<file path="src/rtl/top_pkg.sv">
// Shared types and width helpers for the input buffer stage.
package top_pkg;

  localparam int default_width_c = 10;

  typedef logic [default_width_c-1:0] word_t;

  // Pointer must be at least one bit wide even for tiny depths.
  function automatic int calc_ptr_width(input int depth);
    int w;
    w = $clog2(depth);
    return (w < 1) ? 1 : w;
  endfunction

  function automatic int calc_fill_width(input int depth);
    return $clog2(depth + 1);
  endfunction

endpackage

</file>
<file path="src/rtl/top_inbuf_ptr.sv">
// Modulo-depth pointer counter; wraps from depth_p-1 to 0 for any depth.
module top_inbuf_ptr
  import top_pkg::*;
#(
  parameter int depth_p = 4,
  parameter int ptr_w_p = calc_ptr_width(depth_p)
) (
  input  logic               clk,
  input  logic               rst,
  input  logic               inc,
  input  logic               clr,
  output logic [ptr_w_p-1:0] ptr
);

  localparam logic [ptr_w_p-1:0] last_c = ptr_w_p'(depth_p - 1);

  logic [ptr_w_p-1:0] ptr_reg;
  logic [ptr_w_p-1:0] ptr_next;

  // Clear wins over increment so a flush always lands on entry 0.
  always_comb begin
    ptr_next = ptr_reg;
    if (clr) begin
      ptr_next = '0;
    end else if (inc) begin
      ptr_next = (ptr_reg == last_c) ? '0 : ptr_reg + ptr_w_p'(1);
    end
  end

  always_ff @(posedge clk or posedge rst) begin
    if (rst) begin
      ptr_reg <= '0;
    end else begin
      ptr_reg <= ptr_next;
    end
  end

  assign ptr = ptr_reg;

endmodule

</file>
<file path="src/rtl/top_inbuf.sv">
// First-word-fall-through input buffer feeding the core's data port.
module top_inbuf
  import top_pkg::*;
#(
  parameter int width_p = 10,
  parameter int depth_p = 4
) (
  input  logic                                main_clk_i,
  input  logic                                main_rst_a_i,
  input  logic                                flush_i,
  input  logic [width_p-1:0]                  in_data_i,
  input  logic                                in_valid_i,
  output logic                                in_ready_o,
  output logic [width_p-1:0]                  out_data_o,
  output logic                                out_valid_o,
  input  logic                                out_ready_i,
  output logic [calc_fill_width(depth_p)-1:0] fill_o,
  output logic                                full_o,
  output logic                                empty_o
);

  localparam int ptr_w_c  = calc_ptr_width(depth_p);
  localparam int fill_w_c = calc_fill_width(depth_p);
  localparam logic [fill_w_c-1:0] depth_fill_c = fill_w_c'(depth_p);

  logic                 push;
  logic                 pop;
  logic [ptr_w_c-1:0]   wr_ptr;
  logic [ptr_w_c-1:0]   rd_ptr;
  logic [fill_w_c-1:0]  fill_reg;
  logic [fill_w_c-1:0]  fill_next;
  logic                 full_reg;
  logic                 full_next;
  logic                 empty_reg;
  logic                 empty_next;
  logic [depth_p-1:0]   wr_en;
  logic [width_p-1:0]   mem_reg [depth_p];

  // Flush suppresses both handshakes, so the word offered alongside it is dropped.
  assign push = in_valid_i & ~full_reg & ~flush_i;
  assign pop  = ~empty_reg & out_ready_i & ~flush_i;

  top_inbuf_ptr #(
    .depth_p (depth_p),
    .ptr_w_p (ptr_w_c)
  ) u_wr_ptr (
    .clk (main_clk_i),
    .rst (main_rst_a_i),
    .inc (push),
    .clr (flush_i),
    .ptr (wr_ptr)
  );

  top_inbuf_ptr #(
    .depth_p (depth_p),
    .ptr_w_p (ptr_w_c)
  ) u_rd_ptr (
    .clk (main_clk_i),
    .rst (main_rst_a_i),
    .inc (pop),
    .clr (flush_i),
    .ptr (rd_ptr)
  );

  always_comb begin
    fill_next = fill_reg;
    if (flush_i) begin
      fill_next = '0;
    end else begin
      case ({push, pop})
        2'b10:   fill_next = fill_reg + fill_w_c'(1);
        2'b01:   fill_next = fill_reg - fill_w_c'(1);
        default: fill_next = fill_reg;
      endcase
    end
  end

  // Status flags are registered from the next fill so ready carries no comb path from inputs.
  assign full_next  = (fill_next == depth_fill_c);
  assign empty_next = (fill_next == '0);

  always_ff @(posedge main_clk_i or posedge main_rst_a_i) begin
    if (main_rst_a_i) begin
      fill_reg  <= '0;
      full_reg  <= 1'b0;
      empty_reg <= 1'b1;
    end else begin
      fill_reg  <= fill_next;
      full_reg  <= full_next;
      empty_reg <= empty_next;
    end
  end

  genvar gi;
  generate
    for (gi = 0; gi < depth_p; gi++) begin : g_entry
      assign wr_en[gi] = push & (wr_ptr == ptr_w_c'(gi));

      always_ff @(posedge main_clk_i or posedge main_rst_a_i) begin
        if (main_rst_a_i) begin
          mem_reg[gi] <= '0;
        end else if (wr_en[gi]) begin
          mem_reg[gi] <= in_data_i;
        end
      end
    end
  endgenerate

  assign out_data_o  = mem_reg[rd_ptr];
  assign out_valid_o = ~empty_reg;
  assign in_ready_o  = ~full_reg;
  assign fill_o      = fill_reg;
  assign full_o      = full_reg;
  assign empty_o     = empty_reg;

endmodule

</file>
<file path="config.mk">
export PLATFORM = sky130hd
export DESIGN_NAME = top_inbuf
export DESIGN_NICKNAME = d
export VERILOG_FILES = /design/src/rtl/top_pkg.sv /design/src/rtl/top_inbuf_ptr.sv /design/src/rtl/top_inbuf.sv
export SDC_FILE = /design/constraint.sdc
export NUM_CORES = 1
export LEC_CHECK = 0
export CORE_MARGIN = 1.5
export CORE_UTILIZATION = 25
export CTS_CLUSTER_SIZE = 14
export DETAILED_ROUTE_END_ITERATION = 8
export REMOVE_ABC_BUFFERS = 1
export SLEW_MARGIN = 10
export SYNTH_ARGS = -nofsm -noshare
export SYNTH_HDL_FRONTEND = slang
export SYNTH_SLANG_ARGS = --single-unit
export TNS_END_PERCENT = 20
</file>
<file path="constraint.sdc">
create_clock -name main_clk_i -period 2.5 [get_ports main_clk_i]
set_input_delay 0.5 -clock main_clk_i [delete_from_list [all_inputs] [get_ports main_clk_i]]
set_output_delay 0.5 -clock main_clk_i [all_outputs]
set_load 0.03 [all_outputs]
</file>
==> out/results.ini, run 1 <==
[status]
status=complete, no violations

[timing]
fin_crit_sh_pct=97.16
rsz0062_at_grt=no
slew_viol_final=0
skew_ns=0.008720
setup-tns-final_ns=0
setup_ws_ns=0.07093
setup_viol=0
period_needed_ns=2.429
finalHoldViolCount=0
clock.fmax_mhz=411.7
worst_pin_slew_ns=0.3240
slew_headroom_pct=78.33

[layout]
nNetsFinal=214
final_layout_size_suffix_gt1_share_pct=38.86
design_area_sq_mm=0.003043
num_antenna_cells=0
fillers=990
layout.cells.non_filler=326
area_growth_pct=21.48
largest_register_ff_count=40

[clock_network]
cts_buffers=5
clk_pin_slew_ns=0.09
cts_hold_buf=0
cts_root_buf=clkbuf_8
clock_sinks=49
clk_latency_ns=0.31
clk_path_buf_depth=2
cts_tree=done
htreeDepth=2

[setup_path]
cp.arrival_ns=1.93
crit_fanout=6
crit_required_ns=2.00
path_class=flop to output pin
cp-end-kind=output pin
cp-start-kind=flop
r2r_slack_ns=0.41

[placed_design]
port_buffers=31
dp_hpwl_um=3059
gp_congestion=0.7140
dp_slack_ns=-0.1479
dp_cells=318
dpl_cell_area_sq_mm=0.002962

[logic_synthesis]
yosysSeqAreaShare_pct=49.00
yosys.area.top_type=dfrtp_1
synth.distinct_cells=24
synth_area_leaders=dfrtp_1 48%, mux2_4 24%, mux4_2 9.0%, buf_12 3.2%, ha_1 3.0%
yosysTopAreaCellShare_pct=47.95
ys_ff_latch=49
synth_commonest_cells=48 x dfrtp_1, 40 x mux2_4, 10 x mux4_2, 7 x inv_1, 7 x nor2_1
synth.most_common_cell=dfrtp_1
synthCells=152
synth_ff_type=dfrtp_1
synth_edf_count=0
async_reset_ff_share_pct=100.0
yosysWarnings=0
synth_area_per_cell_sq_um=16.48
netlist_area_sq_mm=0.002505

[route]
finalWirelength_um=4603
drt_first_iter_violations=35
first_pass_iters=4
drt-wirelength-per-cell_um=14.12
routed_via_density=4.061
post-route-drc-count=0
drtAntennaViolNets=0
vias=1324

[power]
leakage_nw=1.374
ir_worst_vdd_uv=270.3
pwr-share-clk_pct=20.7
p_switching_mw=0.6582
power.density_mw_per_mm2=745.3
finalPower_mw=2.268
power_frac_seq_pct=47.8
p_sw_share_pct=29.02
combPwrFrac_pct=31.6
cell_internal_pwr_mw=1.610

[global_routing]
grt_antenna_before_repair=0
grt_pass1_wl_um=7672
grt_pass1_vias=1461
grt_overflow_total=0
grt_max_degree=50
grt_use_total_pct=9.788

[floorplan]
fp.dieH_um=103.1
ios=32
core_area_sq_mm=0.009729
initial_core_util_pct=25.75
die_area_sq_mm=0.01063
die_w_um=103.1
rows=36

[job]
cap_violations=0

[min_path]
hp-class=flop to flop

-- critical path, cell delays in order, from the launching register on --
cell,delay [ns]
dfrtp_1,0.35
buf_4,0.16
mux4_2,0.50
clkdlybuf4s50_1,0.61
-- power groups by stage --
| stage | clock [mW] | combinational, mW | sequential (mW) |
|---|---|---|---|
| 6_report | 0.468 | 0.716 | 1.08 |
| 5_1_grt | 0.523 | 0.772 | 1.11 |
| 4_1_cts | 0.491 | 0.729 | 1.08 |
| 3_5_place_dp | 0 | 0.754 | 1.09 |
| 3_3_place_gp | 0 | 0.744 | 1.09 |
| 2_1_floorplan | 0 | 0.526 | 1.09 |
-- metal layers --
layer | track usage [%] | vias to the layer above | share of wire, %
met3 | 3.119 | 7 | 5.1
met5 | 0 | - | 0
met4 | 3.119 | 0 | 1.2
met1 | 13.85 | 673 | 50
met2 | 14.22 | 27 | 43
li1 | - | 617 | -
-- cell type report --
| class | count | area (sq um) | area share (%) |
|---|---|---|---|
| timing repair buffer | 40 | 381.6 | 12.54 |
| clock inverter | 2 | 15.01 | 0.4934 |
| inverter | 7 | 26.28 | 0.8635 |
| clock buffer | 6 | 72.57 | 2.385 |
| multi-input combinational | 89 | 1154 | 37.91 |
| sequential | 49 | 1227 | 40.34 |
| tap | 133 | 166.4 | 5.469 |
-- kinds of logic (layout without fill, tap and decap cells) --
logic type	Yosys count	count (layout)	synth area share, %
AO/OA/AOI/OAI	3	3	0.7992
XOR/XNOR	2	2	0.6994
adder cells (fa/ha/maj)	7	7	3.796
buffers and inverters	14	55	4.946
flip-flops	49	49	49.00
multiplexers	54	54	34.57
AND/OR/NAND/NOR	23	23	6.194
-- repair_timing --
item / 4_1_cts / 5_1_grt
gates cloned: 0 / 0
setup buffers: 0 / 0
setup endpoints to repair: 7 / 1
gates resized for setup: 7 / 1
-- stage by stage --
step	utilization, %	hold WS (ns)
floorplan	-	0.4764
global placement	30.44	0.4910
detailed placement	30.44	0.4895
CTS	31.25	0.5140
global route	31.28	0.5280
finish	31.28	0.5113
-- final timing paths --
kind                                 startpoint             to  depth (start not counted)
worst max-delay path            u_rd_ptr.ptr[0]  out_data_o[0]                          3
worst min-delay path                 mem_reg[0]     mem_reg[0]                          1
worst max register to register          empty_o         full_o                          7
worst min register to register       mem_reg[0]     mem_reg[0]                          1
max in group asynchronous          main_rst_a_i        empty_o                          3
min in group asynchronous          main_rst_a_i    mem_reg[29]                          3
-- placed cells by master (no fill, tap or decap), drive strengths merged, types with 2 or more instances in the layout --
cell | synthesis | routed
inv | 7 | 7
xor2 | 2 | 2
nor3 | 2 | 2
mux2i | 4 | 4
clkdlybuf4s50 | 0 | 22
nor2 | 7 | 7
clkinvlp | 0 | 2
clkbuf | 0 | 6
nor3b | 3 | 3
ha | 6 | 6
nand2b | 3 | 3
buf | 7 | 10
and2 | 4 | 4
mux2 | 40 | 40
mux4 | 10 | 10
dfrtp | 48 | 48
dlygate4sd2 | 0 | 7
a21oi | 2 | 2
Power figures use the tool's default switching activity.
==> inputs of run 2 (changes only) <==
CORE_MARGIN = not set   (was 1.5)
==> run 2 against run 1 <==
  * Setup slack improved by 0.018 ns
  * Sequential share of layout area down 0.17 points
  * Largest cell class unchanged
  * Critical path depth stayed put
  * Total power hardly changed
  * Global-route usage increased by 0.20 points
  * Sequential cell count unchanged
==> out/results.ini, run 2 (synthesized netlist as in run 1, its figures left out) <==
[status]
status=complete, no violations  ; unchanged

[min_path]
hp-class=flop to flop  ; unchanged
hp-start=mem_reg[5]  ; was mem_reg[0]

[route]
routed_via_density=4.119  ; was 4.061
drt-wirelength-per-cell_um=14.19  ; was 14.12 um
first_pass_iters=4  ; unchanged
drtAntennaViolNets=0  ; unchanged
finalWirelength_um=4641  ; was 4603 um
vias=1347  ; was 1324
post-route-drc-count=0  ; unchanged
drt_first_iter_violations=16  ; was 35

[global_routing]
grt_max_degree=28  ; was 50
grt_pass1_vias=1484  ; was 1461
grt_use_total_pct=9.987  ; was 9.788%
grt_overflow_total=0  ; unchanged
grt_antenna_before_repair=0  ; unchanged
grt_pass1_wl_um=7797  ; was 7672 um

[clock_network]
cts_buffers=5  ; unchanged
clk_pin_slew_ns=0.09  ; about the same
clk_latency_ns=0.30  ; was 0.31 ns
cts_root_buf=clkbuf_8  ; unchanged
clock_sinks=49  ; unchanged
cts_hold_buf=0  ; unchanged
clk_path_buf_depth=2  ; unchanged
cts_setup_buffers=0  ; unchanged
htreeDepth=2  ; unchanged
cts_tree=done  ; unchanged

[placed_design]
gp_congestion=0.7073  ; was 0.7140
dp_hpwl_um=3244  ; was 3059 um
port_buffers=31  ; unchanged
dp_slack_ns=-0.1565  ; was -0.1479 ns
dpl_cell_area_sq_mm=0.002972  ; was 0.002962 sq mm

[layout]
fillers=1010  ; was 990
nNetsFinal=215  ; was 214
num_antenna_cells=0  ; unchanged
final_common_cell=dfrtp_1  ; unchanged
area_growth_pct=21.98  ; was 21.48%
largest_register_ff_count=40  ; unchanged
fin_util_pct=31.40  ; was 31.28%
design_area_sq_mm=0.003055  ; was 0.003043 sq mm
final_cell_mix=48 x dfrtp_1, 40 x mux2_4, 22 x clkdlybuf4s50_1, 10 x mux4_2, 9 x buf_4  ; unchanged
final_layout_size_suffix_gt1_share_pct=38.66  ; was 38.86%

[floorplan]
ios=32  ; unchanged
die_w_um=102.1  ; was 103.1 um
core_area_sq_mm=0.009729  ; unchanged
initial_core_util_pct=25.75  ; unchanged
die_area_sq_mm=0.01042  ; was 0.01063 sq mm
fp.dieH_um=102.1  ; was 103.1 um
rows=36  ; unchanged

[timing]
fin_crit_sh_pct=96.46  ; was 97.16%
slew_viol_final=0  ; unchanged
slew_headroom_pct=61.66  ; was 78.33%
setup_ws_ns=0.08857  ; was 0.07093 ns
clock.fmax_mhz=414.7  ; was 411.7 MHz
period_needed_ns=2.411  ; was 2.429 ns
setup_viol=0  ; unchanged
setup-tns-final_ns=0  ; unchanged
rsz0062_at_grt=no  ; unchanged
worst_pin_slew_ns=0.5743  ; was 0.3240 ns
skew_ns=0.005810  ; was 0.008720 ns
finalHoldViolCount=0  ; unchanged

[job]
cap_violations=0  ; unchanged

[setup_path]
crit_fanout=3  ; was 6
crit_required_ns=2.00  ; about the same
critical-path-top-delay-family=buffers and inverters  ; unchanged
cp-start-kind=flop  ; unchanged
worstPathCellList=buf_4, mux4_2, clkdlybuf4s50_1  ; unchanged
critPathBufInv=2  ; unchanged
reg2reg_from=empty_o  ; unchanged
cp-startpoint=u_rd_ptr.ptr[0]  ; unchanged
slowest_delay_ns=0.61  ; about the same
cp-end-kind=output pin  ; unchanged
cp.arrival_ns=1.91  ; was 1.93 ns
path_class=flop to output pin  ; unchanged
crit_slowest_cell=clkdlybuf4s50_1  ; unchanged

[power]
power.density_mw_per_mm2=742.2  ; was 745.3 mW/mm^2
finalPower_mw=2.268  ; about the same
ir_worst_vdd_uv=277.0  ; was 270.3 uV
leakage_nw=1.386  ; was 1.374 nW

[run 2: cell count changes in the layout (fill, tap and decap cells not counted), sizes merged]
cell,delta
dlymetal6s2s,+1
[run 2: cell type report]
| type | count | area, sq um | area share, % |
|---|---|---|---|
| clock buffers | 6 | 72.57 | 2.375 |
| clock inverters | 2 | 15.01 | 0.4914 |
| inverters | 7 | 26.28 | 0.8600 |
| multi-input cells | 89 | 1154 | 37.76 |
| flip-flops and latches | 49 | 1227 | 40.17 |
| well taps | 133 | 166.4 | 5.446 |
| repair buffers | 41 | 394.1 | 12.90 |
[run 2: where the power goes]
part           switching [mW]  internal, mW  leakage [nW]
registers               0.108         0.979         0.621
logic                   0.283         0.435         0.728
clock network           0.265         0.198        0.0374
total                   0.656          1.61          1.39
[run 2: repair_timing]
item	4_1_cts	5_1_grt
resized for setup	7	2
endpoints found under the hold margin	0	0
setup endpoints to repair	7	2
[run 2: per-stage QoR]
step                      instances  hold WS [ns]
after global placement          319        0.4904
after global routing            327        0.5273
after CTS                       327        0.5162
final                           327        0.5128
after floorplan                 145        0.4764
after detailed placement        319        0.4908
[run 2: layer usage]
metal  global-route usage, %  part of all wire (%)
met1                   13.45                    49
met2                   15.75                    46
met3                   2.462                   3.8
met4                   3.297                   1.2
met5                       0                     0
[run 2: worst paths after layout]
check	slack, ns	to	cells past startpoint
max in group asynchronous	1.29	mem_reg[5]	3
max	0.09	out_data_o[6]	3
min reg2reg	0.51	mem_reg[5]	1
min	0.51	mem_reg[5]	1
max reg2reg	0.37	full_o	7
min in group asynchronous	0.57	fill_o[0]	2
==> inputs of run 3 (changes only) <==
GPL_ROUTABILITY_DRIVEN = 0   (was not set)
==> results of run 3 <==
No change in the layout: final DEF, timing and power equal those of run 2.
